==> config.mk <==
export PLATFORM = sky130hd
export DESIGN_NAME = divider_arbiter
export DESIGN_NICKNAME = d
export VERILOG_FILES = /design/src/rtl/divider_arbiter_pkg.sv /design/src/rtl/divider_arbiter_seq_divider.sv /design/src/rtl/divider_arbiter.sv
export SDC_FILE = /design/constraint.sdc
export NUM_CORES = 1
export LEC_CHECK = 0
export CAP_MARGIN = 30
export CORE_MARGIN = 5
export CORE_UTILIZATION = 48
export CTS_CLUSTER_SIZE = 24
export DETAILED_ROUTE_END_ITERATION = 10
export PLACE_DENSITY_LB_ADDON = 0.1
export SETUP_SLACK_MARGIN = 0.3
export SLEW_MARGIN = 15
export SYNTH_ARGS = -nofsm -noshare
export SYNTH_HDL_FRONTEND = slang
export SYNTH_SLANG_ARGS = --single-unit
==> constraint.sdc <==
create_clock -name clock -period 2.73 [get_ports clock]
set_clock_uncertainty 0.05 [all_clocks]
set_input_delay 0.546 -clock clock [delete_from_list [all_inputs] [get_ports clock]]
set_output_delay 0.546 -clock clock [all_outputs]
set_load 0.01 [all_outputs]
==> src/rtl/divider_arbiter_pkg.sv <==
// Shared types and constants for the divider arbiter: FSM states, requester
// indices, default widths and the saturation ceiling of the returned result.
package divider_arbiter_pkg;

   typedef enum logic [1:0] {
      IDLE = 2'd0,
      CALC = 2'd1,
      DONE = 2'd2
   } arbState_e;

   localparam logic REQ_SPEED = 1'b0;
   localparam logic REQ_AVG   = 1'b1;

   localparam int DEFAULT_DIV_WIDTH = 16;
   localparam int DEFAULT_OUT_WIDTH = 12;
   localparam int SAT_MAX           = (1 << DEFAULT_OUT_WIDTH) - 1;

endpackage

==> src/rtl/divider_arbiter_seq_divider.sv <==
// Restoring unsigned divider producing one quotient bit per clock, MSB first.
// The dividend is loaded into the quotient register and shifted out as quotient bits come in.
module seq_divider
   import divider_arbiter_pkg::*;
#(
   parameter int DIV_WIDTH = DEFAULT_DIV_WIDTH
) (
   input  logic                 clock,
   input  logic                 reset,
   input  logic                 start_i,
   input  logic [DIV_WIDTH-1:0] dividend_i,
   input  logic [DIV_WIDTH-1:0] divisor_i,
   output logic                 done_o,
   output logic [DIV_WIDTH-1:0] quotient_o,
   output logic                 divzero_o
);

   localparam int CntW = $clog2(DIV_WIDTH);

   logic [DIV_WIDTH:0]   rem_q, rem_d, shifted;
   logic [DIV_WIDTH-1:0] quot_q, quot_d, divisor_q;
   logic [CntW-1:0]      count_q;
   logic                 run_q;
   logic                 qBit;

   // The extra remainder bit keeps the shifted value from overflowing before the compare.
   always_comb begin
      shifted = (rem_q << 1) | {{DIV_WIDTH{1'b0}}, quot_q[DIV_WIDTH-1]};
      qBit    = (shifted >= {1'b0, divisor_q});
      rem_d   = qBit ? (shifted - {1'b0, divisor_q}) : shifted;
      quot_d  = {quot_q[DIV_WIDTH-2:0], qBit};
   end

   always_ff @(posedge clock) begin
      if (!reset) begin
         rem_q     <= '0;
         quot_q    <= '0;
         divisor_q <= '0;
         count_q   <= '0;
         run_q     <= 1'b0;
      end else if (start_i) begin
         rem_q     <= '0;
         quot_q    <= dividend_i;
         divisor_q <= divisor_i;
         count_q   <= CntW'(DIV_WIDTH - 1);
         run_q     <= (divisor_i != '0);
      end else if (run_q) begin
         rem_q  <= rem_d;
         quot_q <= quot_d;
         if (count_q == '0) begin
            run_q <= 1'b0;
         end else begin
            count_q <= count_q - 1'b1;
         end
      end
   end

   assign done_o     = run_q && (count_q == '0);
   assign quotient_o = quot_q;
   assign divzero_o  = (divisor_q == '0);

endmodule

==> src/rtl/divider_arbiter.sv <==
// Round-robin sharing of one iterative divider between the speed and average-speed
// calculators; returns a saturated quotient with a one-cycle ack per requester.
module divider_arbiter
   import divider_arbiter_pkg::*;
#(
   parameter int DIV_WIDTH = DEFAULT_DIV_WIDTH,
   parameter int OUT_WIDTH = DEFAULT_OUT_WIDTH
) (
   input  logic                 clock,
   input  logic                 reset,
   input  logic                 req_speed,
   input  logic [DIV_WIDTH-1:0] dividend_speed,
   input  logic [DIV_WIDTH-1:0] divisor_speed,
   output logic                 ack_speed,
   output logic [OUT_WIDTH-1:0] result_speed,
   input  logic                 req_avg,
   input  logic [DIV_WIDTH-1:0] dividend_avg,
   input  logic [DIV_WIDTH-1:0] divisor_avg,
   output logic                 ack_avg,
   output logic [OUT_WIDTH-1:0] result_avg,
   output logic                 busy
);

   localparam logic [DIV_WIDTH-1:0] SatLimit = DIV_WIDTH'((1 << OUT_WIDTH) - 1);

   arbState_e            state_q, state_d;
   logic                 ptr_q, owner_q, ackSpeed_q, ackAvg_q;
   logic [OUT_WIDTH-1:0] resultSpeed_q, resultAvg_q, satResult;
   logic                 reqSpeedLive, reqAvgLive, anyReq, grantAvg, startDiv;
   logic                 divDone, divZero;
   logic [DIV_WIDTH-1:0] selDividend, selDivisor, divQuotient;

   // A request is ignored while its own ack is still high, so a requester that
   // drops req one cycle late is not served twice.
   always_comb begin
      reqSpeedLive = req_speed && !ackSpeed_q;
      reqAvgLive   = req_avg && !ackAvg_q;
      anyReq       = reqSpeedLive || reqAvgLive;
      grantAvg     = (reqSpeedLive && reqAvgLive) ? (ptr_q == REQ_AVG) : reqAvgLive;
      selDividend  = grantAvg ? dividend_avg : dividend_speed;
      selDivisor   = grantAvg ? divisor_avg : divisor_speed;
   end

   always_ff @(posedge clock) begin
      if (!reset) begin
         state_q <= IDLE;
      end else begin
         state_q <= state_d;
      end
   end

   always_comb begin
      state_d = state_q;
      case (state_q)
         IDLE: if (anyReq) state_d = (selDivisor == '0) ? DONE : CALC;
         CALC: if (divDone) state_d = DONE;
         DONE: state_d = IDLE;
         default: state_d = IDLE;
      endcase
   end

   always_comb begin
      busy     = (state_q != IDLE);
      startDiv = (state_q == IDLE) && anyReq;
   end

   seq_divider #(
      .DIV_WIDTH(DIV_WIDTH)
   ) uDivider (
      .clock     (clock),
      .reset     (reset),
      .start_i   (startDiv),
      .dividend_i(selDividend),
      .divisor_i (selDivisor),
      .done_o    (divDone),
      .quotient_o(divQuotient),
      .divzero_o (divZero)
   );

   assign satResult = (divZero || (divQuotient > SatLimit)) ? {OUT_WIDTH{1'b1}}
                                                            : divQuotient[OUT_WIDTH-1:0];

   always_ff @(posedge clock) begin
      if (!reset) begin
         ptr_q         <= REQ_SPEED;
         owner_q       <= REQ_SPEED;
         ackSpeed_q    <= 1'b0;
         ackAvg_q      <= 1'b0;
         resultSpeed_q <= '0;
         resultAvg_q   <= '0;
      end else begin
         ackSpeed_q <= 1'b0;
         ackAvg_q   <= 1'b0;
         if (startDiv) begin
            owner_q <= grantAvg;
            ptr_q   <= !grantAvg;
         end
         if (state_q == DONE) begin
            if (owner_q == REQ_AVG) begin
               resultAvg_q <= satResult;
               ackAvg_q    <= 1'b1;
            end else begin
               resultSpeed_q <= satResult;
               ackSpeed_q    <= 1'b1;
            end
         end
      end
   end

   assign ack_speed    = ackSpeed_q;
   assign ack_avg      = ackAvg_q;
   assign result_speed = resultSpeed_q;
   assign result_avg   = resultAvg_q;

endmodule

==> key figures <==
Detailed routing
  – Routed Antenna Nets: 0
  – Detailed Route WL: 12500 microns
  – Highest routed metal layer: met4
  – Routed met3 length: 682 microns
  – Drt drc: 0
  – Wl on met1: 5140 microns
  – Vias post-DR: approximately 4300
  – 1st-iter DRT viols: about 200
  – DR vias/cell: 5.59
  – Initial DRT Pass Iterations: 5
  – Wire length on met2: 6360 microns
  – Routed length per placed instance: roughly 16 microns

Timing
  – Setup_tns: 0 ns
  – Tcrit/Tclk final: 87.8%
  – Slew headroom: between 40% and 50%
  – Final hold violation count: 0
  – Final min period: about 2.4 ns
  – Final setup viols: 0
  – Max-slew violation count: 0
  – Fmax: about 420 MHz
  – Setup WS post-layout: ~0.33 ns
  – Worst-Margin Slew: between 0.8 and 0.9 ns
  – Unrepaired setup endpoints after global routing: yes

Power
  – Leakage power: approximately 2.8 nW
  – PwrDens: roughly 640 mW/mm^2
  – Peak VDD IR: 0.239 mV

Yosys
  – Async S/R FF share, synth: 0%
  – Yosys warnings: 0
  – Synth Instances: 539
  – Area leader, netlist: dfxtp_1
  – Syn Std Cell Area: 0.00469 sq mm
  – Register area share after synthesis: 35.5%
  – Avg Inst Size Synth: ~8.7 sq um
  – Synth top area cells: dfxtp_1 35%, mux2i_1 12%, o211a_1 8.8%
  – Post-synthesis register bit count: between 80 and 90
  – Synth unique cells: 54
  – Post-Syn Nets: ~630
  – Area share of the largest cell type after synthesis: 35.5%
  – Post-synth EDFFs: 0
  – Main synth FF type: dfxtp_1

Min path
  – Hold path cells: 2
  – HP Class: flip-flop to flip-flop

Setup path
  – Crit path required time: 2.94 ns
  – Startpoint types: flip-flop
  – Critical path arrival: around 2.6 ns
  – CP Capture Type: flip-flop
  – Crit path max fanout: 2
  – Critical Setup Path Class: flip-flop to flip-flop
  – R2R depth: 11

Clock network
  – Clock Latency Late Sink: 0.36 ns
  – CTS Root Cell: clkbuf_8
  – CTS clk-pin slew, worst paths: 0.09 ns
  – Cts hold-fix bufs: 0
  – CTS buffer count: 9
  – CTS tree: built
  – Sink Count: 83
  – H-tree Lvls: 3
  – Max Buffers Root-to-Sink: 2

Placement
  – HPWL Detailed: ~9000 microns
  – GPL Wtd Cong: 0.905
  – Pre-CTS setup slack: between 0.1 and 0.15 ns
  – Placed Cells: 743
  – Buffers on Ports: between 90 and 100

Layout
  – Share of layout cells above drive strength 1: about an eighth
  – Final nets: 714
  – Commonest cells after routing, fill and taps aside: 93 x clkdlybuf4s50_1, 88 x nand2_1, 78 x dfxtp_1, 57 x mux2i_1, 41 x o211a_1
  – Fillers: 825
  – Multi-input logic area: slightly below 0.003 sq mm
  – Commonest non-fill, non-tap cell in the layout: clkdlybuf4s50_1
  – Non-filler cells, final: around 770
  – N_diodes: 0
  – Flip-flop and latch area: 0.00167 sq mm
  – P&R area growth vs syn: 32.4%

GRT
  – Largest net degree at the start of global routing: 47
  – Vias in the first global route: between 4000 and 5000
  – Overall routing resource usage: 21.1%
  – Remaining Overflow, GRT: 0
  – Initial antenna violation count: 0
  – First-pass GRT wire length: just under 20000 microns

Outcome
  – Run status: complete, no violations

Floorplan
  – Rows: 36
  – DIE AREA: 0.0118 sq mm
  – Die X: ~110 microns
  – Starting Density: slightly below 50%
  – Core footprint: ~0.0096 sq mm
  – IO Count: 95
  – Die Ht: 109 microns

Flow run
  – Max-cap check violation count: 0
-- cell usage after synthesis (7+ instances only) --
library cell  count
nand3_1           9
xnor2_1          11
nand4_1           7
o21ai_0          11
clkbuf_1         28
ha_1             17
nor2_1           25
o211a_1          41
nand2_1          88
mux2i_1          58
and3_1           18
inv_1            23
dfxtp_1          83
nor4_1           14
a21oi_1          21
-- cell type report --
cell class,count,area share (%)
Sequential cell,83,26.9
Clock inverter,7,1.23
Multi-Input combinational cell,397,47.8
Tap cell,133,2.68
Timing Repair Buffer,114,18.0
Inverter,23,1.39
Clock buffer,9,2.00
-- final timing paths --
kind / endpoint / slack (ns) / start
hold reg to reg: owner_q / 0.44 / owner_q
setup / recovery: uDivider.rem_q[14] / 0.33 / uDivider.quotient_o[15]
setup reg to reg: uDivider.rem_q[14] / 0.33 / uDivider.quotient_o[15]
hold / removal: owner_q / 0.44 / owner_q
-- repair_timing --
item / 4_1_cts / 5_1_grt
setup endpoints to repair: 10 / 16
gates cloned: 0 / 0
pin swaps: 0 / 15
buffers inserted: 0 / 7
gates resized for setup: 9 / 32
-- sequential cells by signal (all words and copies together) (netlist names) --
| name | count |
|---|---|
| uDivider.divisor_q | 16 |
| uDivider.quotient_o | 16 |
| uDivider.rem_q | 16 |
| result_avg | 12 |
| result_speed | 12 |
| uDivider.count_q | 4 |
| state_q | 2 |
| ack_avg | 1 |
| ack_speed | 1 |
| owner_q | 1 |
| ptr_q | 1 |
| uDivider.run_q | 1 |
-- report_power, final --
part / internal [mW] / leakage (nW) / switching [mW] / total, mW
clock: 0.427 / 0.0958 / 0.481 / 0.908
sequential: 1.34 / 0.683 / 0.114 / 1.45
combinational: 0.768 / 2.06 / 0.816 / 1.58
-- stage by stage --
| stage | hold slack (ns) | area (sq um) | utilization (%) | total power [mW] |
|---|---|---|---|---|
| 2_1_floorplan | 0.394 | 4690 | - | 2.45 |
| 3_3_place_gp | 0.417 | 5770 | 59.9 | 2.84 |
| 3_5_place_dp | 0.427 | 5770 | 59.9 | 2.86 |
| 4_1_cts | 0.439 | 6010 | 62.3 | 3.80 |
| 5_1_grt | 0.465 | 6200 | 64.4 | 4.19 |
| 6_report | 0.439 | 6200 | 64.4 | 3.95 |
-- cell families after synthesis --
family	after synthesis	synth area share (%)
AO/OA/AOI/OAI	117	19.8
XOR/XNOR	16	2.99
adder cells (fa/ha/maj)	18	4.97
buffers and inverters	59	5.10
flip-flops	83	35.5
multiplexers	59	12.6
AND/OR/NAND/NOR	187	19.1
-- per-layer routing --
layer  vias up  track usage, %
li1       2109               -
met1      2026            24.3
met2       123            38.2
met3        23            5.27
met4         0            6.67
met5         -               0
-- critical path: stages (launching register included) --
cell and delay (ns):
dfxtp_2 0.33, inv_2 0.07, ha_4 0.13, inv_2 0.04
fa_2 0.39, a21o_1 0.20, a211oi_4 0.30, o221ai_2 0.17
a311oi_2 0.30, xnor2_1 0.10, mux2i_1 0.14, a21oi_1 0.08
Note: power is estimated with default switching activity, not from simulation.
